## src/rtl/cbya_seq_sub.sv

```systemverilog
// cbya_seq_sub: multi-cycle carry-bypass subtractor.
// Computes diff = a - b (mod 2^WIDTH) as a + ~b + 1, one 8-bit carry-bypass
// block per clock, least-significant block first. A single carry register
// links consecutive blocks. Operands are latched on accept; the result is
// held in DONE until the downstream handshake completes.
//
// Ports:
//   clk, rst            clock (rising edge), asynchronous active-high reset
//   in_valid/in_ready   operand handshake; a (minuend), b (subtrahend)
//   out_valid/out_ready result handshake
//   diff                a - b modulo 2^WIDTH
//   borrow_out          1 when a < b (unsigned)
//   overflow            signed two's-complement overflow
//   bypass_cnt          blocks whose carry took the bypass path
//
// Build option: define CBYA_SUB_BYPASS_STAT_EN to enable the bypass_cnt
// statistic; otherwise bypass_cnt is tied to 0.
//
// WIDTH must be a multiple of 8 and at least 8.
//
// state  | meaning
// S_IDLE | waiting for operands, in_ready = 1
// S_RUN  | processing block idx, one block per cycle
// S_DONE | result valid, waiting for out_ready

module cbya_seq_sub #(
  parameter int WIDTH = 32
) (
  input  logic                     clk,
  input  logic                     rst,
  input  logic                     in_valid,
  output logic                     in_ready,
  input  logic [WIDTH-1:0]         a,
  input  logic [WIDTH-1:0]         b,
  output logic                     out_valid,
  input  logic                     out_ready,
  output logic [WIDTH-1:0]         diff,
  output logic                     borrow_out,
  output logic                     overflow,
  output logic [$clog2(WIDTH/8):0] bypass_cnt
);

  localparam int N  = WIDTH / 8;
  localparam int IW = (N > 1) ? $clog2(N) : 1;
  localparam int CW = $clog2(N) + 1;

  typedef enum logic [1:0] {S_IDLE, S_RUN, S_DONE} state_t;

  state_t           state;
  logic [WIDTH-1:0] a_q;
  logic [WIDTH-1:0] b_q;
  logic [IW-1:0]    idx;
  logic             carry;

  logic [7:0] a_sl;
  logic [7:0] nb_sl;
  logic [7:0] sum;
  logic       rc;
  logic       byp;
  logic       cout;

  // One carry-bypass block on slice idx of the latched operands.
  // When every propagate bit is set the ripple carry equals carry_in anyway;
  // the bypass mux just gives the carry a short path.
  always_comb begin
    a_sl      = a_q[{idx, 3'b000} +: 8];
    nb_sl     = ~b_q[{idx, 3'b000} +: 8];
    {rc, sum} = 9'(a_sl) + 9'(nb_sl) + 9'(carry);
    byp       = &(a_sl ^ nb_sl);
    cout      = byp ? carry : rc;
  end

  always_ff @(posedge clk or posedge rst) begin
    if (rst) begin
      state      <= S_IDLE;
      in_ready   <= 1'b1;
      out_valid  <= 1'b0;
      diff       <= '0;
      borrow_out <= 1'b0;
      overflow   <= 1'b0;
      idx        <= '0;
      carry      <= 1'b1;
      a_q        <= '0;
      b_q        <= '0;
    end else begin
      case (state)
        S_IDLE: begin
          if (in_valid && in_ready) begin
            a_q      <= a;
            b_q      <= b;
            idx      <= '0;
            carry    <= 1'b1;
            in_ready <= 1'b0;
            state    <= S_RUN;
          end
        end
        S_RUN: begin
          diff[{idx, 3'b000} +: 8] <= sum;
          carry                    <= cout;
          if (idx == IW'(N - 1)) begin
            // sum[7] is the final diff MSB being written this cycle.
            borrow_out <= ~cout;
            overflow   <= (a_q[WIDTH-1] ^ b_q[WIDTH-1]) & (sum[7] ^ a_q[WIDTH-1]);
            out_valid  <= 1'b1;
            state      <= S_DONE;
          end else begin
            idx <= idx + IW'(1);
          end
        end
        S_DONE: begin
          if (out_ready) begin
            out_valid <= 1'b0;
            in_ready  <= 1'b1;
            state     <= S_IDLE;
          end
        end
        default: begin
          out_valid <= 1'b0;
          in_ready  <= 1'b1;
          state     <= S_IDLE;
        end
      endcase
    end
  end

`ifdef CBYA_SUB_BYPASS_STAT_EN
  logic [CW-1:0] cnt;

  always_ff @(posedge clk or posedge rst) begin
    if (rst) begin
      cnt <= '0;
    end else if (state == S_IDLE && in_valid && in_ready) begin
      cnt <= '0;
    end else if (state == S_RUN && byp) begin
      cnt <= cnt + CW'(1);
    end
  end

  assign bypass_cnt = cnt;
`else
  assign bypass_cnt = '0;
`endif

endmodule

```

## config.mk

```make
export PLATFORM = sky130hd
export DESIGN_NAME = cbya_seq_sub
export DESIGN_NICKNAME = d
export VERILOG_FILES = /design/src/rtl/cbya_seq_sub.sv
export SDC_FILE = /design/constraint.sdc
export NUM_CORES = 1
export LEC_CHECK = 0
export CORE_ASPECT_RATIO = 1.2
export CORE_MARGIN = 10
export CORE_UTILIZATION = 37
export CTS_CLUSTER_SIZE = 40
export DETAILED_ROUTE_END_ITERATION = 8
export GPL_TIMING_DRIVEN = 0
export PLACE_DENSITY = 0.58
export SLEW_MARGIN = 10
export SYNTH_ARGS = -nofsm -noshare
export SYNTH_HDL_FRONTEND = slang
export SYNTH_SLANG_ARGS = --single-unit
```

## constraint.sdc

```tcl
create_clock -name clk -period 4.4 [get_ports clk]
set_input_delay 0.88 -clock clk [delete_from_list [all_inputs] [get_ports clk]]
set_output_delay 0.88 -clock clk [all_outputs]
set_load 0.1 [all_outputs]
```

==> results of run 1 <==
[cell type report]
class / instances / share of cell area (%)
repair buffers: 104 / 16.5
flip-flops and latches: 105 / 40.9
clock buffers: 10 / 3.56
multi-input cells: 232 / 32.3
clock inverters: 6 / 1.05
well taps: 164 / 3.19
inverters: 21 / 1.30
plain buffers: 15 / 1.21
[how the worst max path moves through the flow]
stage / start / to / slack (ns)
floorplan: rst / a_q[0] / 0.76
global placement: rst / b_q[19] / -0.79
detailed placement: idx[1] / diff[6] / 0.71
CTS: idx[1] / diff[6] / 0.68
global route: idx[1] / diff[6] / 0.42
finish: idx[1] / diff[6] / 0.68
[report_power, final]
part           internal, uW  switching (uW)  leakage (uW)
combinational          1200            1920       0.00128
clock                   443             355      0.000139
sequential             1360             211       0.00134
[sequential cells by signal, summed over array words and instances, names as in the netlist]
signal,cells
a_q,32
b_q,32
diff,32
idx,2
state,2
borrow_out,1
carry,1
in_ready,1
out_valid,1
overflow,1
[cell usage in the layout (no fill, tap or decap), types with 2 or more instances in the layout]
cell / n
sky130_fd_sc_hd__ha_1: 14
sky130_fd_sc_hd__nor2b_1: 5
sky130_fd_sc_hd__a22o_1: 16
sky130_fd_sc_hd__clkbuf_1: 5
sky130_fd_sc_hd__buf_2: 8
sky130_fd_sc_hd__or3_1: 4
sky130_fd_sc_hd__nor3_1: 6
sky130_fd_sc_hd__clkinvlp_4: 2
sky130_fd_sc_hd__a21oi_1: 8
sky130_fd_sc_hd__buf_4: 3
sky130_fd_sc_hd__clkdlybuf4s50_1: 103
sky130_fd_sc_hd__fa_1: 2
sky130_fd_sc_hd__nor2_1: 12
sky130_fd_sc_hd__inv_1: 20
sky130_fd_sc_hd__nand3_1: 4
sky130_fd_sc_hd__o21ai_0: 25
sky130_fd_sc_hd__mux2_2: 64
sky130_fd_sc_hd__clkbuf_16: 9
sky130_fd_sc_hd__o21bai_1: 2
sky130_fd_sc_hd__conb_1: 3
sky130_fd_sc_hd__o21a_1: 3
sky130_fd_sc_hd__inv_6: 2
sky130_fd_sc_hd__nand4_1: 2
sky130_fd_sc_hd__mux4_2: 16
sky130_fd_sc_hd__dfstp_2: 2
sky130_fd_sc_hd__nand2_1: 27
sky130_fd_sc_hd__dfrtp_1: 103
[routing by layer]
layer | up-vias | global-route usage, % | wire length [microns]
met5 | - | 0 | 0
met4 | 0 | 3.68 | 118
met3 | 8 | 4.40 | 743
met2 | 90 | 21.5 | 5760
met1 | 1635 | 15.8 | 5160
li1 | 1563 | - | -
[cell usage after synthesis (all sizes together), types with 2 or more instances]
cell | count | area [sq um]
dfstp | 2 | 52.6
inv | 21 | 78.8
ha | 14 | 175
o21bai | 2 | 15.0
nand2 | 27 | 101
nor3 | 6 | 30.0
dfrtp | 103 | 2580
a22o | 16 | 140
nand4 | 2 | 12.5
o21a | 3 | 22.5
nor2b | 5 | 31.3
nor2 | 12 | 45.0
mux4 | 16 | 360
a21oi | 8 | 40.0
o21ai | 25 | 125
mux2 | 64 | 721
clkbuf | 4 | 15.0
fa | 2 | 40.0
buf | 11 | 62.6
or3 | 4 | 25.0
nand3 | 4 | 20.0
[cell families after synthesis]
| kind of cell | after synthesis | share of synthesized area, % |
|---|---|---|
| other | 1 | 0.0772 |
| DFF | 105 | 54.1 |
| muxes | 80 | 22.2 |
| buffers and inverters | 36 | 3.22 |
| adders and majority gates | 16 | 4.43 |
| AOI/OAI and AO/OA | 64 | 8.75 |
| and+or+nand+nor | 67 | 6.80 |
| xor gates and xnor gates | 2 | 0.361 |
[stage by stage]
| stage | setup TNS, ns | hold slack, ns | setup WS, ns | utilization [%] |
|---|---|---|---|---|
| 2_1_floorplan | 0 | 0.475 | 0.763 | - |
| 3_3_place_gp | -81.27 | 0.465 | -0.794 | 47.8 |
| 3_5_place_dp | 0 | 0.474 | 0.708 | 48.0 |
| 4_1_cts | 0 | 0.489 | 0.678 | 50.3 |
| 5_1_grt | 0 | 0.509 | 0.416 | 50.3 |
| 6_report | 0 | 0.483 | 0.675 | 50.3 |
[worst max-delay path, cell delays in order (launching register included)]
cell and delay [ns]:
sky130_fd_sc_hd__dfrtp_1 0.41, sky130_fd_sc_hd__clkbuf_1 0.47, sky130_fd_sc_hd__clkbuf_1 0.61, sky130_fd_sc_hd__mux4_2 0.43, sky130_fd_sc_hd__ha_1 0.37, sky130_fd_sc_hd__nor2b_1 0.17
sky130_fd_sc_hd__o31a_1 0.29, sky130_fd_sc_hd__or4_1 0.42, sky130_fd_sc_hd__o311ai_1 0.24, sky130_fd_sc_hd__a22o_1 0.24
==> insert_results.sql, run 1 <==
INSERT INTO impl_metrics (metric_group, metric, value, unit) VALUES
('run_status', 'outcome', 'finished, final reports clean', ''),
('placed_design', 'globalplace.congestion', '0.774', ''),
('placed_design', 'cell_area_placed', '6140', 'sq um'),
('route', 'avgRoutedWirePerCell', '17.9', 'microns'),
('min_path', 'hold-path-endpoint', 'diff[13]', ''),
('global_routing', 'grt_antenna_before_repair', '0', ''),
('clocking', 'cts_tree', 'done', ''),
('global_routing', 'pin_count_of_the_biggest_net_entering_global_routing', '62', ''),
('timing', 'finalCriticalPeriod', '3.72', 'ns'),
('worst_setup_path', 'reg2reg_to', 'diff[6]', ''),
('placed_design', 'io_buffers', '103', ''),
('yosys', 'ys_seq_elements', '105', ''),
('yosys', 'leading_register_cell_type_out_of_synthesis', 'sky130_fd_sc_hd__dfrtp_1', ''),
('clocking', 'postCtsSetupRepairBufs', '0', ''),
('timing', 'timing.final.hold_violations', '0', ''),
('floorplan', 'fp.dieArea', '18100', 'sq um'),
('min_path', 'hold_path.class', 'register to register', ''),
('run', 'timing.max_cap.violations', '0', ''),
('floorplan', 'core_area', '12800', 'sq um'),
('route', 'drc_errors', '0', ''),
('route', 'drt.antenna.violating_nets', '0', ''),
('worst_setup_path', 'crit-reg2reg-launch', 'idx[1]', ''),
('floorplan', 'floorplan.die.height', '146', 'microns'),
('worst_setup_path', 'endpoint_kind', 'register', ''),
('worst_setup_path', 'worstSetupPathType', 'register to register', ''),
('clocking', 'cts_hold_buffers', '0', ''),
('placed_design', 'place_inst', '641', ''),
('yosys', 'synthesis.area', '4860', 'sq um'),
('pwr', 'finalPower', '5480', 'uW'),
('route', 'first_pass_iteration_count_of_the_detailed_router', '4', ''),
('route', 'detailedRoute.firstIterationViolations', '149', ''),
('yosys', 'synth_async_sr_flop_share', '100', '%'),
('floorplan', 'start_util', '38.0', '%'),
('yosys', 'edff_count_synth', '0', ''),
('layout', 'finalInstanceArea', '6430', 'sq um'),
('route', 'drt-vias-per-instance', '5.02', ''),
('route', 'vias', '3296', ''),
('pwr', 'total_leakage_power', '0.00276', 'uW'),
('clocking', 'htree_levels', '3', ''),
('global_routing', 'number_of_global_route_vias_before_repair', '3605', ''),
('layout', 'layout.area.seq', '2630', 'sq um'),
('worst_setup_path', 'critical_path_required', '4.68', 'ns'),
('worst_setup_path', 'worstPathArrival', '4.00', 'ns'),
('clocking', 'insertion_delay', '0.35', 'ns'),
('worst_setup_path', 'setup.reg_to_reg.worst_slack', '0.68', 'ns'),
('min_path', 'worstHoldStart', 'diff[13]', ''),
('timing', 'max_freq', '268', 'MHz'),
('layout', 'layout.cells.non_filler', '657', ''),
('timing', 'max_slew_margin', '33.6', '%'),
('yosys', 'synth_seq_area_share', '54.1', '%'),
('layout', 'design.final.nets', '572', ''),
('floorplan', 'num_io_pins', '107', ''),
('pwr', 'peakVddDrop', '0.377', 'mV'),
('yosys', 'synth.distinct_cells', '42', ''),
('floorplan', 'row_count', '45', ''),
('layout', 'multi_input_area', '2080', 'sq um'),
('yosys', 'synth_warn', '0', ''),
('pwr', 'power_dens_cells', '853', 'nW/um^2'),
('placed_design', 'place.detailed.hpwl', '9310', 'microns'),
('global_routing', 'grt_first_pass_wirelength', '19300', 'microns'),
('floorplan', 'die_w', '125', 'microns'),
('layout', 'layout-drive-gt1-share', '22.9', '%'),
('global_routing', 'grt_util_all_layers', '13.1', '%'),
('layout', 'final.fill_count', '1200', ''),
('layout', 'synthToLayoutAreaGrowth', '32.4', '%'),
('timing', 'transition_time_at_the_pin_with_the_least_slew_margin', '0.993', 'ns'),
('worst_setup_path', 'setup.worst_path.start_class', 'register', ''),
('timing', 'slew_viol_final', '0', ''),
('clocking', 'post_cts_resized', '0', ''),
('min_path', 'holdPathStages', '2', ''),
('timing', 'worst_clock_skew', '0.00707', 'ns'),
('worst_setup_path', 'timing.critical_path.fanout_max', '10', ''),
('clocking', 'clk_pin_slew_worst_paths', '0.07', 'ns'),
('layout', 'antenna_cells_inserted', '0', ''),
('clocking', 'cts_made_buffers', '9', ''),
('yosys', 'postSynthCellCount', '371', ''),
('clocking', 'numClockSinks', '105', ''),
('clocking', 'cts-root-buf', 'sky130_fd_sc_hd__clkbuf_16', ''),
('global_routing', 'grt.overflow.total', '0', ''),
('timing', 'setup_viol', '0', ''),
('timing', 'final.period_utilization', '84.6', '%'),
('yosys', 'syn_avg_cell_area', '13.1', 'sq um'),
('clocking', 'clock_tree.buffer_depth', '2', ''),
('route', 'route.final.wire_length', '11800', 'microns'),
('timing', 'grt_setup_unrepaired', 'false', ''),
('worst_setup_path', 'worst-r2r-cell-count', '9', '');
(Power assumes the default switching activity.)
==> inputs of run 2 (changes only) <==
==> constraint.sdc (replaced) <==
create_clock -name clk -period 3.49 [get_ports clk]
set_input_delay 0.698 -clock clk [delete_from_list [all_inputs] [get_ports clk]]
set_output_delay 0.698 -clock clk [all_outputs]
set_load 0.1 [all_outputs]
==> insert_results.sql, run 2 (synthesis gave the netlist of run 1 again) <==
INSERT INTO impl_metrics (metric_group, metric, value, unit) VALUES
('timing', 'max_freq', '312', 'MHz'),
('global_routing', 'grt.overflow.total', '0', ''),
('pwr', 'power_dens_cells', '1090', 'nW/um^2'),
('pwr', 'finalPower', '7040', 'uW'),
('placed_design', 'place.detailed.hpwl', '9310', 'microns'),
('clocking', 'numClockSinks', '105', ''),
('worst_setup_path', 'critical_path_required', '3.76', 'ns'),
('layout', 'final.fill_count', '1195', ''),
('worst_setup_path', 'setup.reg_to_reg.worst_slack', '0.29', 'ns'),
('timing', 'max_slew_margin', '33.7', '%'),
('worst_setup_path', 'timing.critical_path.fanout_max', '10', ''),
('clocking', 'clock_tree.buffer_depth', '2', ''),
('worst_setup_path', 'worst-r2r-cell-count', '9', ''),
('worst_setup_path', 'crit_buf_inv', '2', ''),
('min_path', 'hold-path-endpoint', 'diff[13]', ''),
('global_routing', 'grt_antenna_before_repair', '0', ''),
('global_routing', 'number_of_global_route_vias_before_repair', '3605', ''),
('timing', 'timing.final.hold_violations', '0', ''),
('worst_setup_path', 'setup.worst_path.start_class', 'register', ''),
('clocking', 'cts_made_buffers', '9', ''),
('worst_setup_path', 'critical_path.slowest_cell', 'sky130_fd_sc_hd__or4b_1', ''),
('timing', 'final.period_utilization', '91.8', '%'),
('floorplan', 'floorplan.die.height', '146', 'microns'),
('route', 'first_pass_iteration_count_of_the_detailed_router', '4', ''),
('worst_setup_path', 'endpoint_kind', 'register', ''),
('min_path', 'worstHoldStart', 'diff[13]', ''),
('floorplan', 'fp.dieArea', '18100', 'sq um'),
('floorplan', 'row_count', '45', ''),
('timing', 'setup_viol', '0', ''),
('clocking', 'cts-root-buf', 'sky130_fd_sc_hd__clkbuf_16', ''),
('layout', 'design.final.nets', '572', ''),
('global_routing', 'pin_count_of_the_biggest_net_entering_global_routing', '62', ''),
('route', 'drt.antenna.violating_nets', '0', ''),
('route', 'drt-vias-per-instance', '5.01', ''),
('worst_setup_path', 'critical-path-top-delay-family', 'simple AND/OR/NAND/NOR gates', ''),
('worst_setup_path', 'worstSetupPathType', 'register to register', ''),
('layout', 'layout.cells.non_filler', '657', ''),
('timing', 'grt_setup_unrepaired', 'false', ''),
('layout', 'synthToLayoutAreaGrowth', '33.0', '%'),
('route', 'vias', '3294', ''),
('pwr', 'peakVddDrop', '0.493', 'mV'),
('worst_setup_path', 'reg2reg_to', 'overflow', ''),
('run', 'timing.max_cap.violations', '0', ''),
('global_routing', 'grt_util_all_layers', '13.1', '%'),
('layout', 'layout-drive-gt1-share', '23.5', '%'),
('route', 'route.final.wire_length', '11800', 'microns'),
('clocking', 'cts_tree', 'done', ''),
('route', 'avgRoutedWirePerCell', '17.9', 'microns'),
('placed_design', 'io_buffers', '103', ''),
('pwr', 'total_leakage_power', '0.00278', 'uW'),
('min_path', 'hold_path.class', 'register to register', ''),
('timing', 'transition_time_at_the_pin_with_the_least_slew_margin', '0.992', 'ns'),
('timing', 'totalNegativeSetupSlack', '0', 'ns'),
('global_routing', 'grt_first_pass_wirelength', '19300', 'microns'),
('layout', 'layout.area.seq', '2630', 'sq um'),
('worst_setup_path', 'worstPathArrival', '3.47', 'ns'),
('run_status', 'outcome', 'finished, final reports clean', ''),
('timing', 'finalCriticalPeriod', '3.20', 'ns'),
('worst_setup_path', 'peak_per_stage_delay_on_the_critical_path', '0.50', 'ns'),
('layout', 'commonest_cells_after_routing_fill_and_taps_aside', '103 x sky130_fd_sc_hd__dfrtp_1, 103 x sky130_fd_sc_hd__clkdlybuf4s50_1, 64 x sky130_fd_sc_hd__mux2_2', ''),
('floorplan', 'core_area', '12800', 'sq um'),
('timing', 'slew_viol_final', '0', ''),
('placed_design', 'globalplace.congestion', '0.774', ''),
('clocking', 'htree_levels', '3', ''),
('layout', 'antenna_cells_inserted', '0', ''),
('clocking', 'cts_hold_buffers', '0', ''),
('clocking', 'insertion_delay', '0.35', 'ns'),
('floorplan', 'die_w', '125', 'microns'),
('floorplan', 'num_io_pins', '107', ''),
('min_path', 'holdPathStages', '2', ''),
('layout', 'reg.largest.list', 'a_q (32), b_q (32), diff (32)', ''),
('timing', 'worst_clock_skew', '0.00690', 'ns'),
('route', 'detailedRoute.firstIterationViolations', '128', ''),
('layout', 'multi_input_area', '2100', 'sq um'),
('clocking', 'clk_pin_slew_worst_paths', '0.07', 'ns'),
('route', 'drc_errors', '0', ''),
('placed_design', 'place_inst', '641', ''),
('worst_setup_path', 'crit-reg2reg-launch', 'idx[1]', ''),
('worst_setup_path', 'cp_cell_sequence', 'clkbuf_2 > clkbuf_2 > mux4_2 > ha_1 > and3b_4 > o21a_1 > o21a_1 > or4b_1 > a31oi_1', ''),
('floorplan', 'start_util', '38.0', '%');
-- run 2: cell type report --
cell class / instances / share of cell area, %
flip-flops and latches: 105 / 40.7
inverters: 21 / 1.30
plain buffers: 15 / 1.43
multi-input cells: 232 / 32.5
repair buffers: 104 / 16.4
well taps: 164 / 3.17
clock inverters: 6 / 1.05
clock buffers: 10 / 3.54
-- run 2: metrics by stage --
step	worst slack [ns]	cell area, sq um	hold WS [ns]	util (%)
finish	0.287	6460	0.483	50.6
CTS	0.0155	6450	0.489	50.4
detailed placement	-0.202	6140	0.474	48.0
floorplan	0.0348	4870	0.475	-
global route	0.0521	6460	0.509	50.6
global placement	-1.52	6100	0.465	47.8
-- run 2: how the worst max path moves through the flow --
| stage | startpoint | to | slack [ns] | cells after the start |
|---|---|---|---|---|
| after floorplan | rst | a_q[0] | 0.03 | 1 |
| after global placement | rst | b_q[19] | -1.52 | 2 |
| after detailed placement | idx[1] | diff[6] | -0.20 | 9 |
| after CTS | idx[1] | overflow | 0.02 | 10 |
| after global routing | idx[1] | overflow | 0.05 | 10 |
| final | idx[1] | overflow | 0.29 | 9 |
-- run 2: worst min-delay path, stage by stage, from the launching register on --
cell and delay [ns]:
sky130_fd_sc_hd__dfrtp_1 0.34, sky130_fd_sc_hd__nand2_1 0.04, sky130_fd_sc_hd__o21ai_0 0.06
-- run 2: repair_timing --
action | CTS | global route
gates cloned | 0 | 0
resized for setup | 4 | 5
buffers inserted | 0 | 0
endpoints found under the setup margin | 9 | 6
-- run 2: power breakdown --
part,switching (uW),internal [uW]
combinational,2470,1580
clock,448,559
sequential,268,1710
total,3180,3850
-- run 2: per-layer routing --
layer | vias to the layer above | part of all wire (%) | global-route usage (%)
met3 | 8 | 6.5 | 4.40
li1 | 1565 | - | -
met1 | 1628 | 44 | 15.8
met4 | 0 | 1.0 | 3.68
met5 | - | 0 | 0
met2 | 93 | 49 | 21.5
